--- src/rtl/booth_multiplier.sv ---
// Sequential radix-2 Booth multiplier, signed 16x16 -> 32; operands arrive serially on data_in.
// Latency 18 cycles from start sample to done; done/result held until start drops.
module booth_multiplier (
  input  logic        clk,
  input  logic        rst_n,
  input  logic [15:0] data_in,
  input  logic        start,
  output logic [31:0] result,
  output logic        done
);

  typedef enum logic [2:0] {IDLE, LOAD_M, LOAD_Q, CALC, DONE} state_t;

  state_t      state_q, state_d;
  logic [15:0] m_q, m_d;
  logic [16:0] a_q, a_d;
  logic [15:0] q_q, q_d;
  logic        q1_q, q1_d;
  logic [4:0]  cnt_q, cnt_d;

  logic [16:0] m_ext;
  logic [16:0] sum;

  assign m_ext  = {m_q[15], m_q};
  assign result = {a_q[15:0], q_q};

  always_comb begin
    case ({q_q[0], q1_q})
      2'b01:   sum = a_q + m_ext;
      2'b10:   sum = a_q - m_ext;
      default: sum = a_q;
    endcase
  end

  always_comb begin
    state_d = state_q;
    m_d     = m_q;
    a_d     = a_q;
    q_d     = q_q;
    q1_d    = q1_q;
    cnt_d   = cnt_q;
    done    = 1'b0;
    case (state_q)
      IDLE: begin
        if (start) state_d = LOAD_M;
      end
      LOAD_M: begin
        m_d     = data_in;
        a_d     = '0;
        q1_d    = 1'b0;
        cnt_d   = 5'd16;
        state_d = LOAD_Q;
      end
      LOAD_Q: begin
        q_d     = data_in;
        state_d = CALC;
      end
      CALC: begin
        // Arithmetic shift of {sum, Q, q_1}: sign of the 17-bit sum is replicated.
        a_d   = {sum[16], sum[16:1]};
        q_d   = {sum[0], q_q[15:1]};
        q1_d  = q_q[0];
        cnt_d = cnt_q - 5'd1;
        if (cnt_q == 5'd1) state_d = DONE;
      end
      DONE: begin
        done = 1'b1;
        if (!start) state_d = IDLE;
      end
      default: state_d = IDLE;
    endcase
  end

  always_ff @(posedge clk or negedge rst_n) begin
    if (!rst_n) begin
      state_q <= IDLE;
      m_q     <= '0;
      a_q     <= '0;
      q_q     <= '0;
      q1_q    <= 1'b0;
      cnt_q   <= '0;
    end else begin
      state_q <= state_d;
      m_q     <= m_d;
      a_q     <= a_d;
      q_q     <= q_d;
      q1_q    <= q1_d;
      cnt_q   <= cnt_d;
    end
  end

endmodule

--- config.mk ---
export PLATFORM = sky130hd
export DESIGN_NAME = booth_multiplier
export DESIGN_NICKNAME = d
export VERILOG_FILES = /design/src/rtl/booth_multiplier.sv
export SDC_FILE = /design/constraint.sdc
export NUM_CORES = 1
export LEC_CHECK = 0
export CORE_MARGIN = 3
export CORE_UTILIZATION = 30
export DETAILED_ROUTE_END_ITERATION = 6
export PLACE_DENSITY = 0.6
export REMOVE_ABC_BUFFERS = 1
export SLEW_MARGIN = 5
export SYNTH_ARGS = -nofsm -noshare
export SYNTH_HDL_FRONTEND = slang
export SYNTH_SLANG_ARGS = --single-unit
--- constraint.sdc ---
create_clock -name clk -period 8.46 [get_ports clk]
set_input_delay 1.692 -clock clk [delete_from_list [all_inputs] [get_ports clk]]
set_output_delay 1.692 -clock clk [all_outputs]
set_load 0.02 [all_outputs]
Yosys cells after proc, flatten, opt, wreduce, memory -nomap -nowiden. Cells that the tools add are included.

Mux-type cells: 10. Equal/unequal tests: 10. Add/sub/neg operators: 3. Reductions and logical operators: 4.

Operator list (count): $pmux W17 S2 (2); $pmux W16 S2 (1); $add A17 B17 Y17 (1); $sub A17 B17 Y17 (1); $pmux W3 S5 (1); $pmux W5 S2 (1); $mux W3 (3); $eq A3 B2 Y1 const B (2); $ne A2 B2 Y1 const B (3); $eq A5 B1 Y1 const B (1); $sub A5 B1 Y5 const B (1); $reduce_bool A2 Y1 (2); $eq A3 B1 Y1 const B (1); $eq A3 B3 Y1 const B (1); $logic_not A3 Y1 (1); $reduce_and A3 Y1 (1); $eq A2 B1 Y1 const B (1); $eq A2 B2 Y1 const B (1); $pmux W1 S2 (1); $mux W1 (1).

Register bits after elaboration: 58. Input port bits: 19. Logic and storage cells: 33.

Longest topological paths before layout.
Word-level depth: 3. Gate-level depth with buffers: 15. Depth with buffers taken out: 14.

Worst setup path after synthesis. No wires, ideal clock.

Kind: flip-flop to flip-flop. Start: reg m_q[5]. End: reg a_q[15]. Arrival: 2943 ps. Stages on the path, launching flop included: 14. Period minus slack after synthesis: 3023 ps. Required time: 8380 ps. Setup slack: 5437 ps. Cell sequence: dfrtp_1 -> or3_4 -> or3_4 -> nor2_1 -> o21ai_0 -> xnor2_1 -> ha_1 -> nand2_1 -> o21bai_1 -> o21a_1 -> o31ai_1 -> and3_1 -> nor3_2 -> mux2i_1.

Cells in the longest elaborated chain, start to end: 3. Elaborated cells between the ends (all ways): 4. Those cells by class: add/sub: 2; mux: 2.

Ends and longest elaborated chain: start, declared (RTL line 15) `logic [15:0] m_q, m_d;`; start signal, assigned (RTL line 84) `m_q <= m_d;`; $sub A17 B17 Y17 or $add A17 B17 Y17 (tied branches) (RTL line 30, 29); $pmux W17 S2 (*) (RTL line 28) `case ({q_q[0], q1_q})`; $pmux W17 S2 (*) (RTL line 43) `case (state_q)`; end signal, assigned (RTL line 78) `a_q <= '0;`; end signal, assigned (RTL line 85) `a_q <= a_d;`; end, declared (RTL line 16) `logic [16:0] a_q, a_d;`.

Every way passes the cells marked *; elsewhere a longest branch is shown, timed or not. A chain may end at the register's enable or synchronous reset.

Final worst setup path.
Start: reg state_q[0]. End: out done.

Cells in the longest elaborated chain, start to end: 2.

Ends and longest elaborated chain: start, declared (RTL line 14) `state_t state_q, state_d;`; start signal, assigned (RTL line 83) `state_q <= state_d;`; $eq A3 B3 Y1 (RTL line 43); $mux W1 (RTL line 43); end, declared (RTL line 9) `output logic done`.

No other way between the ends.

==> flow_summary.yaml <==
outcome:
  status: "completed"
worst_setup_path:
  cp-end-kind: "output pin"
  cp.required_ps: 6770
  critPathLaunchType: "register"
  critical-path-slowest-cell: "dfrtp_1"
  crit_fanout: 22
  cpLargestDelayFamily: "flip-flops"
  critical_path_class: "reg2out"
  cp.arrival_ps: 2230
  cp_slowest_stage_delay_ps: 790
  crit_chain: "nor3b_1 -> clkdlybuf4s50_1"
  path_buf_inv: 1
floorplan:
  core_area_sq_um: 11600
  start_util_pct: 31.3
  die_h_um: 116
  num_rows: 39
  die_x_um: 116
  design.die.area_sq_um: 13500
  io_pins: 52
sta:
  fin_tns_setup_ps: 0
  drv_slew: 0
  rsz0062_at_grt: "no"
  fmax_mhz: 255
  timing.final.crit_share_pct: 46.3
  setup_viol: 0
  finalHoldWorstSlack_ps: 504
  tightest_slew_ps: 1100
  relSlewSlack_pct: 26.7
  fin_crit_ps: 3920
  final_hold_viol_count: 0
  finalClockSkew_ps: 5.05
synthesis:
  yosys-top-cells-count: "57 x dfrtp_1, 47 x o21ai_0, 39 x nor2_1"
  synth.distinct_cells: 48
  yosys_most_used_dff: "dfrtp_1"
  muxShareOfSynthArea_pct: 9.32
  ys_seq_elements: 57
  synth_top_family_by_area: "compound AO/OA/AOI/OAI gates"
  avgSynthCellArea_sq_um: 9.28
  synth_top_area_share_pct: 39.2
  postSynthCellCount: 392
  synth_area_sq_um: 3640
  yosys.area.top_type: "dfrtp_1"
  synth_simple_gate_area_share_pct: 15.8
  async_flop_share_pct: 100
  synth-adder-area-share_pct: 7.43
  yosys-top-cells-area: "dfrtp_1 39%, ha_1 6.9%, o21ai_0 6.5%"
  synth_edf_count: 0
  synth-compound-area-share_pct: 18.7
  yosys_warnings: 0
  synth_xor_area_share_pct: 6.26
  synth_most_common_cell: "dfrtp_1"
  ys_seq_area_share_pct: 39.2
cells_and_area:
  nNetsFinal: 480
  regArea_sq_um: 1430
  num-fill-cells: 1173
  final_util_pct: 39.5
  n_antenna_cell: 0
  drive_above_1_share_pct: 9.01
  multi_input_area_sq_um: 2090
  design_area_sq_um: 4590
  area_growth_syn_to_layout_pct: 26.3
clock_network:
  worstSkewPairLatency_ps: 320
  clock-sinks: 57
  cts_hold_buf: 0
  clk_path_buf_depth: 2
  clockRootBuffer: "clkbuf_16"
  cts.htree.levels: 3
  cts_made_buffers: 9
  cts_tree: "built"
  cts-resized-gates: 0
  clk_pin_slew_worst_paths_ps: 50
  postCtsSetupRepairBufs: 0
place:
  postPlaceCellArea_sq_um: 4260
  place_hpwl_um: 6410
  gp_congestion: 0.816
  port_buffers: 51
drt:
  dr.first_iter.drc_count: 72
  wire_per_inst_um: 14.9
  ant_nets: 0
  dr_wl_met3_um: 354
  routed.top_layer: "met4"
  met1Wirelength_um: 4380
  wirelength_um: 8760
  drt_pre_antenna_iters: 4
  met2WireLength_um: 3940
  vias: 2957
  via_per_inst: 5.04
  drc: 0
grt:
  grt_util_all_layers_pct: 13.8
  first_global_vias: 2974
  grt_max_degree: 58
  grt_overflow: 0
  grt_pass1_wl_um: 14800
  antenna_found_initial: 0
run:
  drv_cap: 0
hold_path:
  min_path_type: "reg2reg"
cell usage in the layout (no fill, tap or decap), drive strengths merged, types with 5 or more instances in the layout:
| master | instances |
|---|---|
| a22o | 6 |
| or3 | 6 |
| inv | 10 |
| o21ai | 47 |
| clkbuf | 13 |
| ha | 20 |
| nor3 | 6 |
| clkdlybuf4s50 | 50 |
| mux2 | 15 |
| mux2i | 17 |
| xnor2 | 17 |
| a21o | 6 |
| o21a | 6 |
| and3 | 5 |
| nand2 | 38 |
| dfrtp | 57 |
| nor2 | 39 |
| xor2 | 9 |
| a21oi | 18 |
routing by layer:
| metal | GRT usage (%) | vias to the layer above |
|---|---|---|
| met5 | 0 | - |
| met4 | 3.87 | 0 |
| met3 | 3.06 | 9 |
| met2 | 21.6 | 51 |
| met1 | 19.4 | 1391 |
| li1 | - | 1506 |
metrics by stage:
stage                     instances  setup WS [ps]
after floorplan                 375           5410
after detailed placement        572           4900
final                           587           4540
after global placement          572           4920
after CTS                       587           4540
after global routing            587           4450
worst paths after layout:
check | depth (start not counted) | endpoint | slack (ps) | startpoint
min | 2 | q_q[2] | 500 | q_q[2]
max | 2 | done | 4540 | state_q[0]
min reg2reg | 2 | q_q[2] | 500 | q_q[2]
max in group asynchronous | 2 | q_q[8] | 6460 | rst_n
max reg2reg | 13 | a_q[15] | 5170 | m_q[5]
min in group asynchronous | 2 | cnt_q[3] | 1510 | rst_n
registers in the layout, summed over array words and instances (netlist names):
name     flops
state_q      3
q1_q         1
q_q         16
m_q         16
a_q         16
cnt_q        5
worst reg2reg max path: stages, from the launching register on:
cell and delay, ps:
dfrtp_1 420, or3_4 390, or3_4 360, nor2_1 90, o21ai_0 150, xnor2_1 200, ha_1 410, nand2_1 70
o21bai_1 310, o21a_1 180, o31ai_1 70, and3_1 200, nor3_2 170, mux2i_1 190
cells by family (layout without fill, tap and decap cells):
group / count (synthesis) / count (layout)
AO/OA/AOI/OAI: 111 / 111
XOR/XNOR: 26 / 26
adder cells (fa/ha/maj): 21 / 21
buffers and inverters: 27 / 79
flip-flops: 57 / 57
multiplexers: 32 / 32
AND/OR/NAND/NOR: 118 / 118
layout make-up:
type                    instances  area share, %
multi-input cells             308           45.5
flip-flops and latches         57           31.1
repair buffers                 54           11.5
clock buffers                  13           5.88
well taps                     143           3.90
clock inverters                 2           1.31
inverters                      10          0.817
Power is left out: the tool's default activity adds up to more than one toggle a clock period on the data nets, which glitch-free logic cannot reach.
